$ cat src/rtl/bp_cce_mem_cmd_arbiter.sv
// Two-requester BedRock stream mem_cmd arbiter.
// Grants whole messages (header + data beats) with round-robin fairness.
module bp_cce_mem_cmd_arbiter #(
  parameter int header_width_p = 64,
  parameter int data_width_p   = 64
) (
  input  logic                      clk_i,
  input  logic                      reset_i,

  input  logic [header_width_p-1:0] req0_header_i,
  input  logic                      req0_header_v_i,
  output logic                      req0_header_ready_and_o,
  input  logic                      req0_has_data_i,
  input  logic [data_width_p-1:0]   req0_data_i,
  input  logic                      req0_data_v_i,
  output logic                      req0_data_ready_and_o,
  input  logic                      req0_last_i,

  input  logic [header_width_p-1:0] req1_header_i,
  input  logic                      req1_header_v_i,
  output logic                      req1_header_ready_and_o,
  input  logic                      req1_has_data_i,
  input  logic [data_width_p-1:0]   req1_data_i,
  input  logic                      req1_data_v_i,
  output logic                      req1_data_ready_and_o,
  input  logic                      req1_last_i,

  output logic [header_width_p-1:0] mem_cmd_header_o,
  output logic                      mem_cmd_header_v_o,
  input  logic                      mem_cmd_header_ready_and_i,
  output logic                      mem_cmd_has_data_o,
  output logic [data_width_p-1:0]   mem_cmd_data_o,
  output logic                      mem_cmd_data_v_o,
  input  logic                      mem_cmd_data_ready_and_i,
  output logic                      mem_cmd_last_o
);

  typedef enum logic [1:0] {
    e_ready,
    e_header,
    e_data
  } state_e;

  state_e state_q, state_d;
  logic   ptr_q, ptr_d;
  logic   grant_q, grant_d;
  logic   has_data_q, has_data_d;

  logic                      any_v;
  logic                      winner;
  logic                      sel;
  logic                      sel_hv;
  logic [header_width_p-1:0] sel_hdr;
  logic                      sel_hd;
  logic                      sel_dv;
  logic [data_width_p-1:0]   sel_data;
  logic                      sel_last;
  logic                      in_hdr;
  logic                      in_dat;
  logic                      hdr_rdy;
  logic                      dat_rdy;
  logic                      hs_h;
  logic                      hs_d;

  // Grant selection, output muxing and handshake gating
  always_comb begin
    any_v  = req0_header_v_i | req1_header_v_i;
    winner = (req0_header_v_i & req1_header_v_i)
           ? ptr_q : req1_header_v_i;
    sel    = (state_q == e_ready) ? winner : grant_q;

    sel_hv   = sel ? req1_header_v_i : req0_header_v_i;
    sel_hdr  = sel ? req1_header_i   : req0_header_i;
    sel_hd   = sel ? req1_has_data_i : req0_has_data_i;
    sel_dv   = sel ? req1_data_v_i   : req0_data_v_i;
    sel_data = sel ? req1_data_i     : req0_data_i;
    sel_last = sel ? req1_last_i     : req0_last_i;

    // reset_i gates everything so nothing handshakes while in reset
    in_hdr = reset_i & (state_q != e_data);
    in_dat = reset_i & (state_q == e_data);

    mem_cmd_header_o   = sel_hdr;
    mem_cmd_header_v_o = in_hdr & sel_hv;
    mem_cmd_has_data_o = mem_cmd_header_v_o
                       & ((state_q == e_header) ? has_data_q : sel_hd);
    mem_cmd_data_o     = sel_data;
    mem_cmd_data_v_o   = in_dat & sel_dv;
    mem_cmd_last_o     = mem_cmd_data_v_o & sel_last;

    hdr_rdy = in_hdr & mem_cmd_header_ready_and_i;
    dat_rdy = in_dat & mem_cmd_data_ready_and_i;

    req0_header_ready_and_o = hdr_rdy & ~sel;
    req1_header_ready_and_o = hdr_rdy &  sel;
    req0_data_ready_and_o   = dat_rdy & ~sel;
    req1_data_ready_and_o   = dat_rdy &  sel;

    hs_h = mem_cmd_header_v_o & mem_cmd_header_ready_and_i;
    hs_d = mem_cmd_data_v_o & mem_cmd_data_ready_and_i;
  end

  // Message lock FSM next-state and pointer update
  always_comb begin
    state_d    = state_q;
    ptr_d      = ptr_q;
    grant_d    = grant_q;
    has_data_d = has_data_q;
    unique case (state_q)
      e_ready: begin
        if (any_v) begin
          grant_d    = winner;
          has_data_d = sel_hd;
          if (mem_cmd_header_ready_and_i) begin
            if (sel_hd) state_d = e_data;
            else        ptr_d   = ~winner;
          end else begin
            state_d = e_header;
          end
        end
      end
      e_header: begin
        if (hs_h) begin
          if (has_data_q) begin
            state_d = e_data;
          end else begin
            state_d = e_ready;
            ptr_d   = ~grant_q;
          end
        end
      end
      e_data: begin
        if (hs_d & sel_last) begin
          state_d = e_ready;
          ptr_d   = ~grant_q;
        end
      end
      default: state_d = e_ready;
    endcase
  end

  // State register with asynchronous active-low reset
  always_ff @(posedge clk_i or negedge reset_i) begin
    if (!reset_i) begin
      state_q    <= e_ready;
      ptr_q      <= 1'b0;
      grant_q    <= 1'b0;
      has_data_q <= 1'b0;
    end else begin
      state_q    <= state_d;
      ptr_q      <= ptr_d;
      grant_q    <= grant_d;
      has_data_q <= has_data_d;
    end
  end

endmodule

$ cat config.mk
export PLATFORM = sky130hd
export DESIGN_NAME = bp_cce_mem_cmd_arbiter
export DESIGN_NICKNAME = d
export VERILOG_FILES = /design/src/rtl/bp_cce_mem_cmd_arbiter.sv
export SDC_FILE = /design/constraint.sdc
export NUM_CORES = 1
export LEC_CHECK = 0
export BUFFER_PORTS_ARGS = -buffer_cell sky130_fd_sc_hd__buf_2
export CAP_MARGIN = 20
export CORE_AREA = 3 3 154 156
export DETAILED_ROUTE_END_ITERATION = 12
export DIE_AREA = 0 0 157 159
export GPL_TIMING_DRIVEN = 0
export SLEW_MARGIN = 20
export SYNTH_ARGS = -nofsm -noshare
export SYNTH_HDL_FRONTEND = slang
export SYNTH_SLANG_ARGS = --single-unit
$ cat constraint.sdc
create_clock -name clk_i -period 2.98 [get_ports clk_i]
set_clock_uncertainty 0.1 [all_clocks]
set_input_delay 0.298 -clock clk_i [delete_from_list [all_inputs] [get_ports clk_i]]
set_output_delay 0.298 -clock clk_i [all_outputs]
set_load 0.1 [all_outputs]
# After elaboration in Yosys (flattened, before gate mapping)
# Cells that the tools add are included.
[word_totals]
reg_bits = 5
out_inout_bits = 136
wordCells = 62
[classes]
n_eq_ne = 10
muxes = 23
n_bitwise = 20
reduce_logical = 5
[ops]
columns = ["op", "n"]
rows = [
  ["$mux 64", 2],
  ["$and 1x1->1", 16],
  ["$mux 1", 13],
  ["$mux 2", 6],
  ["$ne 2x2->1 const B", 6],
  ["$reduce_and 7->1", 1],
  ["$pmux 2 s3", 1],
  ["$reduce_and 4->1", 1],
  ["$ne 3x3->1 const B", 1],
  ["$not 1->1", 3],
  ["$pmux 1 s3", 1],
  ["$reduce_bool 3->1", 1],
  ["$eq 2x1->1 const B", 1],
  ["$eq 2x2->1 const B", 1],
  ["$logic_not 2->1", 1],
  ["$ne 2x1->1 const B", 1],
  ["$reduce_and 2->1", 1],
  ["$or 1x1->1", 1],
]

# Depth between registers and ports, before layout
# Gate-level depths: netlist of run 1.
[depth]
word_depth = 9
mapped_depth = 9

# Worst setup path after synthesis of run 1
# No wires, ideal clock.
[synth_path]
path_kind = "reg2out"
start = "reg state_q[0]"
end = "out mem_cmd_has_data_o"
arrival_ps = 5182
required_time_ps = 2582
setup_slack_ps = -2600
path_stages_with_launch = 7
n_path_buf = 0
path_cell_list = "dfrtp_1 -> inv_1 -> ha_1 -> nand2b_1 -> a21oi_1 -> nor4b_1 -> and2_1"
[synth_between]
elab_chain_len = 5
elab_cells_between_ends = 10
cone_classes = "eq/ne (2); mux (4); bitwise (3); reduce/logical (1)"
[synth_rtl]
columns = ["element", "line", "text"]
rows = [
  ["start: declaration", "44", "state_e state_q, state_d;"],
  ["start signal: assignment", "145", "state_q <= e_ready;"],
  ["start signal: assignment", "150", "state_q <= state_d;"],
  ["$logic_not 2->1", "70", "sel = (state_q == e_ready) ? winner : grant_q;"],
  ["$mux 1", "70", ""],
  ["$mux 1", "72", "sel_hv = sel ? req1_header_v_i : req0_header_v_i;"],
  ["$and 1x1->1 *", "84", "mem_cmd_header_v_o = in_hdr & sel_hv;"],
  ["via mem_cmd_header_v_o", "29", "output logic mem_cmd_header_v_o,"],
  ["$and 1x1->1 *", "86", "& ((state_q == e_header) ? has_data_q : sel_hd);"],
  ["end: declaration", "31", "output logic mem_cmd_has_data_o,"],
]
# The timed path passes the listed nets; every way through them passes the cells marked *.

# Final worst setup path of run 1
[layout_path]
start = "reg state_q[0]"
end = "out mem_cmd_data_o[13]"
[layout_between]
elab_chain_len = 3
[layout_rtl]
columns = ["element", "line", "text"]
rows = [
  ["$logic_not 2->1", "70", ""],
  ["$mux 1", "70", ""],
  ["$mux 64", "76", "sel_data = sel ? req1_data_i : req0_data_i;"],
  ["end: declaration", "32", "output logic [data_width_p-1:0] mem_cmd_data_o,"],
]
# Every way passes these cells.

==> results of run 1 <==
[synthesized netlist by cell type (2+ instances only)]
cell type and n:
a21oi_1 4, nor2_1 4, dfrtp_1 5, nand3_1 2, buf_2 14, a2bb2oi_1 2
nand4_1 2, mux2_2 128, nand2_1 5, nor2b_1 3, ha_1 4, o21ai_0 4
inv_1 4
[sequential cells by signal, summed over array words and instances (netlist names)]
signal      flops
ptr_q           1
grant_q         1
state_q         2
has_data_q      1
[worst reg2reg max path: cells and delay by family (launching register included)]
kind / cells / cell delay (ns)
muxes: 2 / 0.59
and+or+nand+nor: 2 / 0.40
adders and majority gates: 1 / 0.25
buffers and inverters: 3 / 0.45
DFF: 1 / 0.43
AOI/OAI and AO/OA: 2 / 0.26
[stage by stage]
step	std cells	instance area, sq um	TNS (ns)
3_5_place_dp	886	4420	-0.0292
4_1_cts	892	4690	0
3_3_place_gp	886	4420	-0.00195
5_1_grt	893	4690	0
2_1_floorplan	198	2040	-0.205
6_report	893	4690	0
[layer usage]
layer | part of all wire [%] | GRT usage, %
met5 | 0.25 | 0
met4 | 0.72 | 1.03
met3 | 10 | 2.66
met2 | 48 | 18.9
met1 | 41 | 12.9
[cell families after synthesis]
| family | synth area share (%) |
|---|---|
| and+or+nand+nor | 6.15 |
| adders and majority gates | 2.48 |
| muxes | 74.4 |
| buffers and inverters | 4.78 |
| AOI/OAI and AO/OA | 6.02 |
| DFF | 6.21 |
[cells in the final DEF, fill, tap and decap left out, types with 2 or more instances in the layout]
| cell | count |
|---|---|
| buf_2 | 354 |
| mux2_2 | 128 |
| buf_4 | 61 |
| nand2_1 | 5 |
| inv_1 | 4 |
| a21oi_1 | 4 |
| o21ai_0 | 4 |
| dfrtp_1 | 4 |
| buf_6 | 3 |
| nor2_2 | 3 |
| ha_1 | 3 |
| clkbuf_16 | 3 |
| nand4_1 | 2 |
| mux2i_4 | 2 |
| nand3_1 | 2 |
| nor2b_2 | 2 |
| a2bb2oi_1 | 2 |
[how the worst max path moves through the flow]
stage | startpoint | end | slack [ns] | cells past startpoint
after floorplan | state_q[0] | mem_cmd_has_data_o | -0.21 | 6
after global placement | state_q[0] | mem_cmd_data_o[16] | -0.002 | 9
after detailed placement | state_q[0] | mem_cmd_data_o[16] | -0.03 | 9
after CTS | state_q[0] | mem_cmd_header_o[3] | 0.005 | 8
after global routing | state_q[0] | mem_cmd_data_o[13] | 0.02 | 9
final | state_q[0] | mem_cmd_data_o[13] | 0.16 | 9
[layout make-up]
type,instances,area (sq um)
Sequential cell,5,126
Antenna cell,1,2.50
Fill cell,2519,17800
Buffer,15,106
Clock buffer,4,78.8
Tap cell,285,357
Multi-Input combinational cell,174,1830
Timing Repair Buffer,405,2170
Inverter,4,15.0
[what timing repair did]
action / in CTS / in global routing
endpoints found under the setup margin: 58 / 127
hold endpoints to repair: 5 / 0
setup buffers: 1 / 0
resized for setup: 65 / 3
hold buffers: 1 / 0
==> impl_metrics.toml, run 1 <==
[die]
ios = 404
std_cell_rows = 55
dieArea_sq_mm = 0.0250
coreArea_sq_mm = 0.0225
dieHeight_microns = 159
die_x_microns = 157
start_util_pct = 8.96

[min_path]
min_path_type = "input port to register"
min_from = "req0_has_data_i"
hold_depth = 3
hold-path-endpoint = "has_data_q"

[worst_setup_path]
r2r_end = "ptr_q"
worstRegToRegCells = 10
cp_cell_sequence = "inv_1 -> ha_2 -> nand2_1 -> o21ai_1 -> buf_6 -> buf_6 -> buf_4 -> mux2_2 -> buf_4"
cp-start-kind = "register"
reg2reg_slack_ns = 0.38
cpPeakStageDelay_ns = 0.43
required_ns = 2.58
arrival_ns = 2.42
crit_buf_inv = 5
endpoint_kind = "primary output"
slowest_stage = "dfrtp_2"
path_delay_family = "buffers and inverters"
worstPathMaxFanout = 10
r2r_start = "state_q[0]"
critical_path_class = "register to primary output"

[synth]
synth-seq-cells = 5
synth_enable_flop_cells = 0
postSynthAreaPerCell_sq_um = 10.2
synth_area_sq_mm = 0.00202
synthArstFlopShare_pct = 100
synth_cell_types = 30
synth_top_cell_area_share_pct = 71.5
ys_warn_count = 0
synth_top_area_cell = "mux2_2"
dominantRegCellSynth = "dfrtp_1"
synth_area_leaders = "mux2_2 72%, dfrtp_1 6.2%, buf_2 3.5%"
ys_seq_area_share_pct = 6.21
syn-num-nets = 470
syn_inst = 198

[cts]
cts_inserted_buffers = 3
root_buffer = "clkbuf_16"
h-tree-depth = 1
numClockSinks = 5
insertion_delay_ns = 0.23
cts_buffer_depth = 2
cts_tree = "yes"
clk_pin_slew_ns = 0.03

[route]
drt_wl_total_microns = 15100
dr_total_vias = 3329
routedWlPerCell_microns = 16.9
drtIter0Drc = 148
detail-route-antenna-nets = 0
drc = 0
first_pass_iters = 4
viasPerCell = 3.73

[sta]
slew_violations = 0
timing.fmax_ghz = 0.354
hold_viol_final = 0
setup_slack_ns = 0.158
setup_viol = 0
maxSlewHeadroom_pct = 65.2
worstMarginPinSlew_ns = 0.525
period_minus_slack_ns = 2.82
fin_crit_sh_pct = 94.7
rsz0062_at_grt = "no"
whs_ns = 0.343

[layout]
drive_gt1_share_pct = 93.1
syn_to_final_growth_pct = 133
final_util_pct = 20.9
nets = 880

[placed_design]
io_buffers = 403
gp_congestion = 0.788
hpwl_microns = 13700
place_ws_ns = -0.0292

[global_routing]
grt.total_usage_pct = 10.5
grt_pass1_vias = 3347
grt_overflow = 0
grt_max_degree = 12
grt_pass1_wl_microns = 19900
antenna_found_initial = 6

[run]
maxCapViolations = 0

[run_status]
status = "finished, final reports clean"
Power of run 1 is not shown: default switching activity piles up to over one toggle a cycle in this logic, so the estimate is an artifact.
==> inputs of run 2 (changes only) <==
Clock period 2.98 ns to 2.6 ns, I/O delays scaled along.
==> run 2 against run 1 <==
  * Final area up 18%
  * Register-to-register slack worse by 0.27 ns
  * Count of clock-buffer cells in the layout unchanged
  * Hold slack worse by 0.020 ns
  * Largest cell class unchanged
  * Worst setup slack worse by 0.12 ns
  * First-iteration DRC count up 16%
  * Sequential share of layout area down 0.44 points
  * Non-clock buffer count up 10
  * Critical endpoint is now mem_cmd_data_o[49]
  * Critical path depth unchanged
  * Final cell count up 1.7%
==> impl_metrics.toml, run 2 (same netlist as run 1, synthesis figures left out) <==
[run_status]
status = "finished, final reports clean"

[layout]
largest_reg_flops = 2
stdcell_area_sq_mm = 0.00556
mostFrequentLayoutCell = "buf_2"
final_util_pct = 24.7
syn_to_final_growth_pct = 176
nets = 890
regMostFlops = "state_q"
drive_gt1_share_pct = 93.7
final_cell_mix = "274 x buf_2, 125 x mux2_2, 93 x buf_6, 40 x buf_4, 8 x buf_12"

[worst_setup_path]
cpPeakStageDelay_ns = 0.39
cp-start-kind = "register"
critical_path_class = "register to primary output"
slowest_stage = "dfrtp_1"
path_delay_family = "buffers and inverters"
arrival_ns = 2.20
required_ns = 2.24
endpoint_kind = "primary output"
cp_cell_sequence = "inv_2 -> ha_4 -> nand2_1 -> o21ai_4 -> buf_12 -> buf_12 -> buf_6 -> mux2_2 -> buf_8"
crit_buf_inv = 5
path_common_cell = "buf_12"
worstPathMaxFanout = 10

[run]
maxCapViolations = 0

[placed_design]
place_area_sq_mm = 0.00444
gp_congestion = 0.866
io_buffers = 403
hpwl_microns = 14000

[die]
ios = 404
dieHeight_microns = 159
std_cell_rows = 55
dieArea_sq_mm = 0.0250
start_util_pct = 8.96
die_x_microns = 157
coreArea_sq_mm = 0.0225

[cts]
cts_tree = "yes"
insertion_delay_ns = 0.23
root_buffer = "clkbuf_16"
h-tree-depth = 1
clk_pin_slew_ns = 0.03
numClockSinks = 5
cts_buffer_depth = 2
cts_inserted_buffers = 3

[global_routing]
grt_pass1_wl_microns = 21600
grt_pass1_vias = 3426
grt.total_usage_pct = 11.5
grt_overflow = 0
antenna_found_initial = 8
grt_max_degree = 12

[route]
drtIter0Drc = 172
drc = 0
viasPerCell = 3.77
detail-route-antenna-nets = 0
dr_total_vias = 3426
first_pass_iters = 4
drt_wl_total_microns = 16800
routedWlPerCell_microns = 18.5

[sta]
hold_viol_final = 0
period_minus_slack_ns = 2.56
maxSlewHeadroom_pct = 56.8
worstMarginPinSlew_ns = 0.643
setup_viol = 0
rsz0062_at_grt = "yes"
timing.fmax_ghz = 0.391
fin_crit_sh_pct = 98.4
slew_violations = 0

[min_path]
min_path_type = "input port to register"
run 2: what timing repair did:
action / 4_1_cts / 5_1_grt
hold buffers: 1 / 0
gates resized for setup: 115 / 212
cloned: 0 / 2
endpoints found under the setup margin: 135 / 134
pin swaps: 0 / 1
setup buffers: 1 / 8
endpoints found under the hold margin: 5 / 0
run 2: routing by layer:
metal	part of all wire (%)	global-route usage [%]	vias to the layer above
li1	-	-	1601
met1	41	14.2	1596
met2	49	19.7	206
met3	8.6	3.15	19
met4	0.92	2.43	4
met5	0.16	0	-
run 2: worst min-delay path: cells and delay by family:
kind                   cells  cell delay, ns
buffers and inverters      1            0.14
AO/OA/AOI/OAI              2            0.21
run 2: area by class of cell:
| class | count | area (sq um) |
|---|---|---|
| multi-input cells | 174 | 1900 |
| diodes | 6 | 15.0 |
| well taps | 285 | 357 |
| plain buffers | 15 | 185 |
| repair buffers | 415 | 2880 |
| flip-flops and latches | 5 | 125 |
| inverters | 4 | 15.0 |
| clock buffers | 4 | 78.8 |
| fillers | 2417 | 16900 |
run 2: metrics by stage:
step	cells	hold WS [ns]	setup WS [ns]	setup TNS (ns)
2_1_floorplan	198	-0.136	-0.325	-1.09
3_3_place_gp	886	0.0425	-0.252	-4.28
3_5_place_dp	886	0.0465	-0.274	-5.91
4_1_cts	892	0.314	-0.0928	-4.32
5_1_grt	906	0.351	-0.0329	-0.352
6_report	908	0.323	0.0426	0
run 2: path summary, 6_finish.rpt:
path / end / slack [ns] / from / cells past startpoint
worst max-delay path: mem_cmd_data_o[49] / 0.04 / state_q[1] / 9
worst min-delay path: state_q[1] / 0.32 / mem_cmd_header_ready_and_i / 3
worst max register to register: ptr_q / 0.11 / state_q[1] / 10
worst min register to register: ptr_q / 0.39 / ptr_q / 1
max in group asynchronous: state_q[1] / 1.83 / reset_i / 2
min in group asynchronous: has_data_q / 0.35 / reset_i / 2
Power of run 2 is left out for the same reason.
==> inputs of run 3 (changes only) <==
Settings changed: ABC_AREA set to 1, CORE_AREA 3 3 154 156 to 3 3 158 160, DIE_AREA 0 0 157 159 to 0 0 161 163, GPL_TIMING_DRIVEN 0 to 1.
==> run 3 against run 2 <==
  * Worst setup slack improved by 0.12 ns
  * Utilization is 4.0 points higher
  * Sequential share of layout area fell by 0.40 points
  * Critical path depth increased by 1
  * First-iteration DRC count is 20% higher
  * Routed wire length is 1.8% lower
  * Non-clock buffer count decreased by 14
  * Flip-flop and latch count stayed put
  * Synthesized cell count rose to 2.5 times the previous value
  * Final cell count rose by 33%
  * Via count grew 28%
==> impl_metrics.toml, run 3 <==
[die]
dieHeight_microns = 163
start_util_pct = 8.97
coreArea_sq_mm = 0.0235
dieArea_sq_mm = 0.0262
std_cell_rows = 56
ios = 404
die_x_microns = 161

[worst_setup_path]
worstRegToRegCells = 13
required_ns = 2.24
endpoint_kind = "primary output"
cp-start-kind = "register"
critical_path_class = "register to primary output"
r2r_end = "state_q[1]"
worstPathMaxFanout = 34
arrival_ns = 2.08
reg2reg_slack_ns = 0.57
r2r_start = "state_q[1]"

[synth]
synth_cell_types = 20
synth_commonest_cells = "413 x nand2_1, 22 x buf_2, 14 x inv_1, 10 x nor2_1"
synth_area_leaders = "nand2_1 73%, dfrtp_1 5.9%, buf_2 5.2%"
synthArstFlopShare_pct = 100
synth_top_cell_area_share_pct = 73.4
ys_warn_count = 0
yosysMostFrequentCell = "nand2_1"
ys_seq_area_share_pct = 5.92
dominantRegCellSynth = "dfrtp_1"
synth-seq-cells = 5
synth_enable_flop_cells = 0
syn-num-nets = 773
synth_top_area_cell = "nand2_1"
synth_area_sq_mm = 0.00211
postSynthAreaPerCell_sq_um = 4.22
syn_inst = 501

[sta]
setup_viol = 0
fin_crit_sh_pct = 93.9
period_minus_slack_ns = 2.44
maxSlewHeadroom_pct = 67.8
hold_viol_final = 0
slew_violations = 0
timing.fmax_ghz = 0.410
rsz0062_at_grt = "no"
worstMarginPinSlew_ns = 0.486

[route]
first_pass_iters = 4
drt_wl_total_microns = 16500
drc = 0
drtIter0Drc = 207
routedWlPerCell_microns = 13.6
dr_total_vias = 4396
detail-route-antenna-nets = 0
viasPerCell = 3.63

[layout]
syn_to_final_growth_pct = 220
mostFrequentLayoutCell = "nand2_1"
drive_gt1_share_pct = 48.5
final_cell_mix = "413 x nand2_1, 269 x buf_2, 136 x buf_12, 13 x inv_1, 8 x nor2_1"
largest_reg_flops = 2
nets = 1166
final_util_pct = 28.7
regMostFlops = "state_q"
antennaDiodeCount = 0

[cts]
cts_inserted_buffers = 3
cts_tree = "yes"
clk_pin_slew_ns = 0.03
insertion_delay_ns = 0.23
cts_buffer_depth = 2
numClockSinks = 5
h-tree-depth = 1
root_buffer = "clkbuf_16"

[min_path]
min_from = "mem_cmd_header_ready_and_i"
hold-path-endpoint = "state_q[0]"
min_path_type = "input port to register"
hold_depth = 4

[placed_design]
gp_congestion = 0.846
hpwl_microns = 13900
io_buffers = 403

[global_routing]
grt_pass1_wl_microns = 22900
use_met2_pct = 19.7
grt_pass1_vias = 4366
antenna_found_initial = 0
grt.total_usage_pct = 10.6
grt_overflow = 0
grtUsageMet1_pct = 12.9
grt-busiest-layer = "met2"
grt_max_degree = 69
met3_usage_pct = 2.72

[run]
maxCapViolations = 0

[run_status]
status = "finished, final reports clean"
-- run 3: changes by cell type in the layout (fill, tap and decap cells not counted), sizes merged, moves of 6 or more --
cell,before,now
nor2,4,11
mux2,129,0
diode,6,0
buf,420,412
nand3,2,8
inv,4,16
nand2,5,416
clkbuf,13,7
-- run 3: how the worst max path moves through the flow --
stage          startpoint               endpoint  cells past startpoint
4_1_cts        state_q[1]   mem_cmd_header_o[54]                     10
5_1_grt        state_q[1]     mem_cmd_has_data_o                     11
2_1_floorplan  state_q[0]  req1_data_ready_and_o                      7
3_3_place_gp   state_q[0]   mem_cmd_header_o[57]                     10
3_5_place_dp   state_q[1]   mem_cmd_header_o[54]                     10
6_report       state_q[1]     mem_cmd_data_o[61]                     10
-- run 3: cell type report --
type                            instances  area, sq um
Inverter                               17         75.1
Fill cell                            2562        16800
Tap cell                              319          399
Timing Repair Buffer                  416         4250
Clock buffer                            4         78.8
Sequential cell                         5          125
Multi-Input combinational cell        451         1830
-- run 3: cells by family after synthesis --
kind of cell | Yosys count | synth area share, %
buffers and inverters | 45 | 9.30
adder cells (fa/ha/maj) | 4 | 2.37
AND/OR/NAND/NOR | 442 | 81.1
flip-flops | 5 | 5.92
AO/OA/AOI/OAI | 5 | 1.30
-- run 3: what timing repair did --
action / 4_1_cts / 5_1_grt
pin swaps: 0 / 0
buffers inserted: 0 / 0
gates resized for setup: 2 / 6
hold endpoints to repair: 5 / 0
hold buffers: 1 / 0
setup endpoints to repair: 6 / 124
cloned: 0 / 3
-- run 3: layer usage --
layer / vias to the layer above / share of wire (%)
met5: - / 0
met4: 0 / 1.2
met3: 10 / 9.2
met2: 265 / 50
met1: 1849 / 39
li1: 2272 / -
-- run 3: per-stage QoR --
stage               instance area, sq um  setup slack, ns  std cells  hold WS (ns)  TNS [ns]
global route                        6760          0.00515       1212         0.309         0
detailed placement                  6540            0.229       1204       0.00187         0
CTS                                 6640           0.0501       1209         0.282         0
finish                              6760            0.158       1212         0.291         0
floorplan                           2130           -0.233        501        -0.136    -0.466
global placement                    6540            0.298       1204       0.00271         0
-- run 3: critical path: stages, from the launching register on --
cell and delay (ns):
dfrtp_1 0.41, inv_1 0.14, ha_4 0.19, inv_2 0.06, nand2_2 0.14, nand2_8 0.12, inv_8 0.15, clkbuf_16 0.24
nand2_1 0.07, nand2_1 0.12, buf_12 0.19
Power of run 3 is left out for the same reason.
